File: src/rtl/shared_adder_arb.sv
// Two-requester arbiter in front of one shared ripple-carry add/subtract unit.
// Round-robin grant in IDLE, one-cycle execute, then hold the result until the consumer takes it.
module shared_adder_arb #(
  parameter int N = 8
) (
  input  logic         clk,
  input  logic         rst_n,
  input  logic         req0_valid,
  output logic         req0_ready,
  input  logic [N-1:0] req0_a,
  input  logic [N-1:0] req0_b,
  input  logic         req0_op,
  input  logic         req0_cin,
  input  logic         req1_valid,
  output logic         req1_ready,
  input  logic [N-1:0] req1_a,
  input  logic [N-1:0] req1_b,
  input  logic         req1_op,
  input  logic         req1_cin,
  output logic         resp_valid,
  input  logic         resp_ready,
  output logic         resp_id,
  output logic [N-1:0] resp_s,
  output logic         resp_cout,
  output logic         resp_ov
);

  // state | meaning
  // IDLE  | waiting for a request; grant and accept combinationally
  // EXEC  | operands latched; result registered at end of cycle
  // RESP  | result presented until resp_ready
  typedef enum logic [1:0] {IDLE, EXEC, RESP} state_t;

  state_t       state, state_nxt;
  logic         rr_ptr;
  logic         grant0, grant1;
  logic [N-1:0] a_q, b_q;
  logic         op_q, cin_q, id_q;
  logic [N-1:0] b_eff, sum;
  logic         c_msb_in, c_out;

  always_comb begin
    grant0    = 1'b0;
    grant1    = 1'b0;
    state_nxt = state;
    case (state)
      IDLE: begin
        // gate with rst_n so no ready is shown while reset is held
        if (rst_n) begin
          grant0 = req0_valid && (!req1_valid || !rr_ptr);
          grant1 = req1_valid && (!req0_valid || rr_ptr);
        end
        if (grant0 || grant1) state_nxt = EXEC;
      end
      EXEC: state_nxt = RESP;
      RESP: if (resp_ready) state_nxt = IDLE;
      default: state_nxt = IDLE;
    endcase
  end

  assign req0_ready = grant0;
  assign req1_ready = grant1;
  assign resp_valid = (state == RESP);

  // Subtract is A + ~B + ~borrow_in; carries stay un-inverted until the output.
  assign b_eff = op_q ? ~b_q : b_q;

  always_comb begin
    logic c;
    sum      = '0;
    c_msb_in = 1'b0;
    c        = cin_q ^ op_q;
    for (int i = 0; i < N; i++) begin
      if (i == N - 1) c_msb_in = c;
      sum[i] = a_q[i] ^ b_eff[i] ^ c;
      c      = (a_q[i] & b_eff[i]) | (c & (a_q[i] ^ b_eff[i]));
    end
    c_out = c;
  end

  always_ff @(posedge clk or negedge rst_n) begin
    if (!rst_n) begin
      state     <= IDLE;
      rr_ptr    <= 1'b0;
      a_q       <= '0;
      b_q       <= '0;
      op_q      <= 1'b0;
      cin_q     <= 1'b0;
      id_q      <= 1'b0;
      resp_s    <= '0;
      resp_cout <= 1'b0;
      resp_ov   <= 1'b0;
      resp_id   <= 1'b0;
    end else begin
      state <= state_nxt;
      if (grant0 || grant1) begin
        a_q    <= grant1 ? req1_a   : req0_a;
        b_q    <= grant1 ? req1_b   : req0_b;
        op_q   <= grant1 ? req1_op  : req0_op;
        cin_q  <= grant1 ? req1_cin : req0_cin;
        id_q   <= grant1;
        rr_ptr <= !grant1;
      end
      if (state == EXEC) begin
        resp_s    <= sum;
        resp_cout <= c_out ^ op_q;
        resp_ov   <= c_msb_in ^ c_out;
        resp_id   <= id_q;
      end
    end
  end

endmodule
File: config.mk
export PLATFORM = sky130hd
export DESIGN_NAME = shared_adder_arb
export DESIGN_NICKNAME = d
export VERILOG_FILES = /design/src/rtl/shared_adder_arb.sv
export SDC_FILE = /design/constraint.sdc
export NUM_CORES = 1
export LEC_CHECK = 0
export BUFFER_PORTS_ARGS = -buffer_cell sky130_fd_sc_hd__buf_2
export CORE_UTILIZATION = 47
export DETAILED_ROUTE_END_ITERATION = 8
export PLACE_DENSITY_LB_ADDON = 0.25
export SYNTH_ARGS = -nofsm -noshare
export SYNTH_HDL_FRONTEND = slang
export SYNTH_SLANG_ARGS = --single-unit
File: constraint.sdc
create_clock -name clk -period 4.2 [get_ports clk]
set_clock_uncertainty 0.1 [all_clocks]
set_input_delay 0.42 -clock clk [delete_from_list [all_inputs] [get_ports clk]]
set_output_delay 0.42 -clock clk [all_outputs]
set_load 0.05 [all_outputs]
==> results.cfg, run 1 <==
[sta]
layout_setup_ws_ns = 0.1751
fin_crit_sh = 0.9583
hold_viol = 0
finalMaxSlewViolations = 0
setup_tns_ns = 0
tightest_slew_ns = 1.162
fmax_ghz = 0.2485
rsz0062_at_grt = false
slew_headroom = 0.2236
setup_viol = 0
min_period_ns = 4.025
holdWs_ns = 0.05154

[finish]
multiInputGateArea_sq_um = 937.1
fill_cells = 369
seq_area_sq_um = 825.8
stdcell_area_sq_um = 2318
layout-drive-gt1-share = 0.2824
n_antenna_cell = 0
fin_nets = 303
areaGrowthSynthToFinish_pct = 18.93

[critical_path]
worstPathMaxFanout = 3
endpoint = resp_ov$_DFFE_PN0N_
cp-end-kind = flip-flop
worstSetupPathType = reg -> reg
r2r-end = resp_ov$_DFFE_PN0N_
ff2ff_path_depth = 11
required_ns = 4.24
cp-start-kind = flip-flop
crit_path_start = op_q$_DFFE_PN0P_
critPathArrivalTime_ns = 4.06
rr_startpoint = op_q$_DFFE_PN0P_
regToRegSetupSlack_ns = 0.18

[die]
io_pins = 55
rows = 23
die_h_um = 66.40
core_area_sq_um = 4000
start_util = 0.4873
die_area_sq_um = 4409
die_w_um = 66.40

[yosys]
ys_ff_latch = 33
yosysWarnings = 0
synth_top_area_frac = 0.4236
ys.flop_type = dfrtp_1
post-synth-top-count-cell = dfrtp_1
synth_edf_count = 0
syn_nets = 256
syn_avg_cell_area_sq_um = 9.417
netlist_area_sq_um = 1949
async_flop_share = 1.000
synth_area_leaders = dfrtp_1, fa_1, o22a_1
synth_cell_types = 24
postSynthCellCount = 207
ys_seq_area_frac = 0.4236
synth_top_area_cell = dfrtp_1
synth_common_cells = dfrtp_1, nand2_1, inv_1

[global_routing]
grt_usage = 0.1991
grt_remaining_overflow = 0
busiest_layer = met2
grt_max_degree = 41
met2_usage = 0.3099
use_met3 = 0.04310
antenna_found_initial = 0
grt_pass1_wl_um = 6548
met1_usage = 0.2579
grt_pass1_vias = 1501

[clocking]
cts_sinks = 33
insertion_delay_ns = 0.28
htree_num_levels = 2
clk_pin_slew_ns = 0.06
hold_buffers = 0
cts_made_buffers = 5
cts_root_buf = clkbuf_8
clk_path_buf_depth = 2
cts_tree = done

[drt]
first_pass_iters = 4
vias_per_cell = 5.170
drt_iter0_markers = 54
wl_per_cell_um = 12.92
wirelength_um = 3941
drc = 0
ant_nets = 0
via_count = 1577

[pwr]
total_power_mw = 1.733
p_per_area_nw_per_um2 = 747.3
ir_worst_vdd_mv = 0.2448
p_leak_nw = 1.118

[placed_design]
numPortBuffers = 54
routabilityCongestion = 0.7739
place_area_sq_um = 2221
place_ws_ns = -0.03493
place_hpwl_um = 2858

[worst_hold_path]
hold_class = in -> async

[run]
maxCapViolCount = 0

[status]
status = finished, final reports clean
where the power goes:
part	switching [mW]	internal, mW	total, mW
Combinational	0.579	0.390	0.969
Sequential	0.0827	0.456	0.539
Clock	0.107	0.118	0.225
kinds of logic (layout without fill, tap and decap cells):
kind of cell,count (synthesis),count (layout),share of synthesized area
AO/OA/AOI/OAI,68,68,0.2452
XOR/XNOR,11,11,0.04942
adder cells (fa/ha/maj),8,8,0.08215
buffers and inverters,47,95,0.1065
flip-flops,33,33,0.4236
AND/OR/NAND/NOR,40,40,0.09307
what timing repair did:
item / CTS / global route
pin swaps: 0 / 0
gates resized for setup: 1 / 3
endpoints found under the setup margin: 3 / 3
setup buffers: 1 / 0
cell type report:
type | count | share of cell area
Clock buffer | 8 | 0.03454
Inverter | 28 | 0.04533
Multi-Input combinational cell | 127 | 0.4042
Sequential cell | 33 | 0.3562
Tap cell | 50 | 0.02698
Timing Repair Buffer | 59 | 0.1328
routing by layer:
metal	vias up	wire length [um]
li1	805	-
met1	721	1934
met2	46	1751
met3	5	192
met4	0	62
met5	-	0
registers in the layout (all words and copies together) (netlist names):
signal,cells
id_q,1
rr_ptr,1
b_q,8
a_q,8
cin_q,1
state,2
resp_cout,1
resp_id,1
op_q,1
resp_s,8
resp_ov,1
cells in the final DEF, fill, tap and decap left out, types with 6 or more instances in the layout:
master and instances:
a31oi_1 18, o21ai_1 11, xnor2_1 10, buf_2 54, inv_1 28, o211ai_1 18, fa_2 6, dfrtp_1 33
o22a_1 18, nand2_1 30
worst min-delay path by stage:
stage                                     start               endpoint  slack (ns)  cells after the start
after detailed placement                  rst_n    resp_id$_DFFE_PN0N_        0.37                      2
after global routing                      rst_n  resp_s[1]$_DFFE_PN0N_        0.09                      2
after global placement    resp_s[5]$_DFFE_PN0N_  resp_s[5]$_DFFE_PN0N_        0.36                      2
after floorplan                           rst_n     a_q[0]$_DFFE_PN0P_        0.02                      0
final                                     rst_n    resp_id$_DFFE_PN0N_        0.05                      2
after CTS                                 rst_n       id_q$_DFFE_PN0P_        0.07                      2
metrics by stage:
step	cells	utilization
after floorplan	207	-
after global placement	296	0.5552
after detailed placement	296	0.5552
after CTS	305	0.5777
after global routing	305	0.5796
final	305	0.5796
critical path: stages (launching register included):
cell and delay (ns):
dfrtp_1 0.41, xnor2_1 0.16, fa_2 0.38, fa_2 0.36, fa_2 0.35, fa_1 0.39
fa_2 0.35, fa_1 0.39, fa_2 0.37, fa_2 0.37, xnor2_1 0.17, o21ai_1 0.08
No activity file was read; power rests on OpenSTA's default activity.
==> run 2: changes to the inputs <==
--- a/constraint.sdc
+++ b/constraint.sdc
@@ -4,2 +4,2 @@
 set_output_delay 0.42 -clock clk [all_outputs]
-set_load 0.05 [all_outputs]
+set_load 0.005 [all_outputs]
==> run 2 against run 1 <==
Compared with the run above: worst hold slack improved by 0.056 ns; via count increased by 0.82%; die area unchanged; largest power group unchanged; cell count grew 0.66%; critical path type unchanged; critical endpoint unchanged; global-route usage is 0.10 points lower; sequential power about the same; critical path depth rose by 2; cell area rose by 0.65%; first-iteration DRC count stayed put; utilization is 0.38 points higher.
==> results.cfg, run 2 (synthesis results as in run 1) <==
[status]
status = finished, final reports clean

[drt]
drc = 0
vias_per_cell = 5.179
ant_nets = 0
via_count = 1590
wl_per_cell_um = 12.92
wirelength_um = 3967
drt_iter0_markers = 54
first_pass_iters = 4

[clocking]
cts_made_buffers = 5
cts_tree = done
htree_num_levels = 2
hold_buffers = 0
cts_sinks = 33
insertion_delay_ns = 0.27
clk_path_buf_depth = 2
cts_root_buf = clkbuf_8
clk_pin_slew_ns = 0.06

[pwr]
p_per_area_nw_per_um2 = 668.7
p_leak_nw = 1.128
ir_worst_vdd_mv = 0.2245

[worst_hold_path]
hold_class = in -> async

[finish]
fin_nets = 305
areaGrowthSynthToFinish_pct = 19.70
top_regs = a_q (8), b_q (8), resp_s (8)
layout-drive-gt1-share = 0.2879
layout_commonest_cell = buf_2
stdcell_area_sq_um = 2333
final_cell_mix = buf_2, dfrtp_1, nand2_1
fill_cells = 360
n_antenna_cell = 0

[placed_design]
numPortBuffers = 54
routabilityCongestion = 0.7738
place_hpwl_um = 2884
place_area_sq_um = 2221

[die]
start_util = 0.4873
rows = 23
core_area_sq_um = 4000
io_pins = 55
die_w_um = 66.40
die_area_sq_um = 4409
die_h_um = 66.40

[critical_path]
cp_slowest_cell = dfrtp_1
cp-end-kind = flip-flop
r2r-end = resp_ov$_DFFE_PN0N_
cp-start-kind = flip-flop
required_ns = 4.23
worstSetupPathType = reg -> reg
rr_startpoint = op_q$_DFFE_PN0P_
critPathArrivalTime_ns = 4.09
path_cells = buf_4, buf_4, buf_4, xnor2_1, fa_2, fa_1, fa_1, fa_2, fa_2, fa_2, fa_2, xnor2_1, o21ai_1
ff2ff_path_depth = 13
crit_path_frequent_cell = fa_2
worstPathMaxFanout = 3
slowest_delay_ns = 0.41
regToRegSetupSlack_ns = 0.14

[global_routing]
grt_pass1_vias = 1384
antenna_found_initial = 0
grt_usage = 0.1981
met2_usage = 0.2908
grt_pass1_wl_um = 6410
busiest_layer = met2
grt_remaining_overflow = 0
grt_max_degree = 40
use_met3 = 0.05862
met1_usage = 0.2821

[sta]
holdWs_ns = 0.1078
slew_headroom = 0.2354
finalMaxSlewViolations = 0
hold_viol = 0
min_period_ns = 4.062
setup_viol = 0
fin_crit_sh = 0.9672
tightest_slew_ns = 1.145
fmax_ghz = 0.2462

[run]
maxCapViolCount = 0
## run 2: worst max path at each step
stage | start | to | slack, ns | depth (start not counted)
floorplan | op_q$_DFFE_PN0P_ | resp_s[7]$_DFFE_PN0N_ | 0.005 | 11
finish | op_q$_DFFE_PN0P_ | resp_ov$_DFFE_PN0N_ | 0.14 | 13
global placement | op_q$_DFFE_PN0P_ | resp_ov$_DFFE_PN0N_ | 0.05 | 11
detailed placement | op_q$_DFFE_PN0P_ | resp_ov$_DFFE_PN0N_ | -0.002 | 11
CTS | op_q$_DFFE_PN0P_ | resp_ov$_DFFE_PN0N_ | 0.005 | 11
global route | op_q$_DFFE_PN0P_ | resp_ov$_DFFE_PN0N_ | -0.005 | 13
## run 2: what timing repair did
item | 4_1_cts | 5_1_grt
pin swaps | 0 | 1
gates resized for setup | 0 | 4
buffers inserted | 1 | 2
setup endpoints to repair | 2 | 3
## run 2: power by group
| group | total, mW | switching [mW] | internal [mW] |
|---|---|---|---|
| Combinational | 0.801 | 0.396 | 0.406 |
| Clock | 0.220 | 0.103 | 0.118 |
| Sequential | 0.539 | 0.0824 | 0.456 |
## run 2: through the flow
| step | setup WS (ns) | instances | total power, mW | util | TNS [ns] |
|---|---|---|---|---|---|
| detailed placement | -0.002059 | 296 | 1.312 | 0.5552 | -0.002059 |
| floorplan | 0.005260 | 207 | 1.104 | - | 0 |
| global route | -0.004986 | 307 | 1.715 | 0.5834 | -0.004986 |
| global placement | 0.04941 | 296 | 1.276 | 0.5552 | 0 |
| finish | 0.1379 | 307 | 1.560 | 0.5834 | 0 |
| CTS | 0.005195 | 305 | 1.540 | 0.5771 | 0 |
## run 2: routing by layer
metal | vias to the layer above | part of all wire
met3 | 2 | 0.051
met1 | 729 | 0.49
met4 | 0 | 0.0055
li1 | 803 | -
met2 | 56 | 0.46
met5 | - | 0
## run 2: worst max-delay path, delay by kind of cell, from the launching register on
family,cells,cell delay (ns)
flip-flops,1,0.41
buffers and inverters,3,0.39
adder cells (fa/ha/maj),7,2.64
AO/OA/AOI/OAI,1,0.06
XOR/XNOR,2,0.30
## run 2: final cells by class
class,count,area (sq um),area share
clock buffer,8,80.08,0.03432
sequential,33,825.8,0.3539
tap,50,62.56,0.02681
multi-input combinational,127,937.1,0.4016
timing repair buffer,61,322.8,0.1383
inverter,28,105.1,0.04504
==> run 3: changes to the inputs <==
PLACE_DENSITY = 0.77   (was unset)
PLACE_DENSITY_LB_ADDON = unset   (was 0.25)
==> run 3 against run 2 <==
Compared with the run above: via count down 0.31%; clock-buffer cell count is the same; power up 1.0%; cell area decreased by 0.43%; non-clock buffer count down 3; critical endpoint unchanged; largest cell class unchanged; largest power group unchanged.
==> results.cfg, run 3 (synthesis results as in run 1) <==
[die]
core_area_sq_um = 4000
io_pins = 55
die_area_sq_um = 4409
die_w_um = 66.40
start_util = 0.4873
rows = 23
die_h_um = 66.40

[placed_design]
place_hpwl_um = 2949
place_area_sq_um = 2221
place_inst = 296
numPortBuffers = 54
routabilityCongestion = 0.8259

[sta]
finalMaxSlewViolations = 0
fmax_ghz = 0.2459
holdWs_ns = 0.04867
min_period_ns = 4.066
rsz0062_at_grt = false
hold_viol = 0
setup_tns_ns = 0
setup_viol = 0
tightest_slew_ns = 1.193
slew_headroom = 0.2033
fin_crit_sh = 0.9682

[global_routing]
grt_max_degree = 41
grt_pass1_vias = 1375
grt_usage = 0.1971
antenna_found_initial = 0
grt_remaining_overflow = 0
grt_pass1_wl_um = 6410

[drt]
wl_per_cell_um = 12.98
drt_iter0_markers = 98
vias_per_cell = 5.214
drc = 0
wirelength_um = 3947
ant_nets = 0
first_pass_iters = 4
via_count = 1585

[status]
status = finished, final reports clean

[pwr]
total_power_mw = 1.576
ir_worst_vdd_mv = 0.2252
p_per_area_nw_per_um2 = 678.5
p_leak_nw = 1.117

[finish]
final_cells = 304
layout-drive-gt1-share = 0.2913
areaGrowthSynthToFinish_pct = 19.19
n_antenna_cell = 0
stdcell_area_sq_um = 2323
fin_nets = 302
final_cell_mix = buf_2, dfrtp_1, nand2_1
layout_commonest_cell = buf_2
top_regs = a_q (8), b_q (8), resp_s (8)

[clocking]
htree_num_levels = 2
cts_sinks = 33
cts_made_buffers = 5
cts_tree = done
clk_pin_slew_ns = 0.07
cts_root_buf = clkbuf_8
insertion_delay_ns = 0.29
hold_buffers = 0
clk_path_buf_depth = 2

[critical_path]
worstPathMaxFanout = 4
worstSetupPathType = reg -> reg
critPathArrivalTime_ns = 4.10
cp-start-kind = flip-flop
regToRegSetupSlack_ns = 0.13
required_ns = 4.24
cp-end-kind = flip-flop

[run]
maxCapViolCount = 0

[worst_hold_path]
hold_class = in -> async
## run 3: critical path, cell delays in order, from the launching register on
cell and delay (ns):
dfrtp_1 0.42, xnor2_1 0.16, fa_2 0.38, fa_2 0.37
fa_2 0.35, fa_2 0.35, fa_2 0.35, fa_2 0.35
fa_2 0.44, fa_2 0.44, xnor2_2 0.15, o21ai_1 0.07
## run 3: what timing repair did
item	in CTS	in global routing
cloned	0	0
buffers inserted	0	0
resized for setup	1	6
setup endpoints to repair	3	3
pin swaps	0	2
## run 3: where the power goes
part           switching (mW)  internal [mW]
Combinational           0.400          0.405
Clock                   0.111          0.118
Sequential             0.0877          0.456
Total                   0.598          0.979
## run 3: layout make-up
cell class | count | area, sq um
fill | 359 | 1677
multi-input combinational | 127 | 949.7
sequential | 33 | 825.8
timing repair buffer | 58 | 300.3
inverter | 28 | 105.1
clock buffer | 8 | 80.08
tap | 50 | 62.56
## run 3: metal layers
| metal | track usage | vias up | wire length (um) |
|---|---|---|---|
| li1 | - | 801 | - |
| met1 | 0.2748 | 731 | 1920 |
| met2 | 0.2997 | 45 | 1825 |
| met3 | 0.05172 | 8 | 144 |
| met4 | 0.05585 | 0 | 57 |
| met5 | 0 | - | 0 |
## run 3: final timing paths
path / from / endpoint / cells past startpoint
worst max-delay path: op_q$_DFFE_PN0P_ / resp_ov$_DFFE_PN0N_ / 11
worst min-delay path: rst_n / resp_id$_DFFE_PN0N_ / 2
worst max register to register: op_q$_DFFE_PN0P_ / resp_ov$_DFFE_PN0N_ / 11
worst min register to register: resp_id$_DFFE_PN0N_ / resp_id$_DFFE_PN0N_ / 2
max in group asynchronous: rst_n / resp_s[0]$_DFFE_PN0N_ / 2
min in group clk: resp_ready / state[1]$_DFFE_PN0P_ / 2
## run 3: stage by stage
stage	setup WS, ns	util
2_1_floorplan	0.005260	-
3_3_place_gp	0.08123	0.5552
3_5_place_dp	-0.03463	0.5552
4_1_cts	0.007455	0.5759
5_1_grt	0.004038	0.5809
6_report	0.1335	0.5809
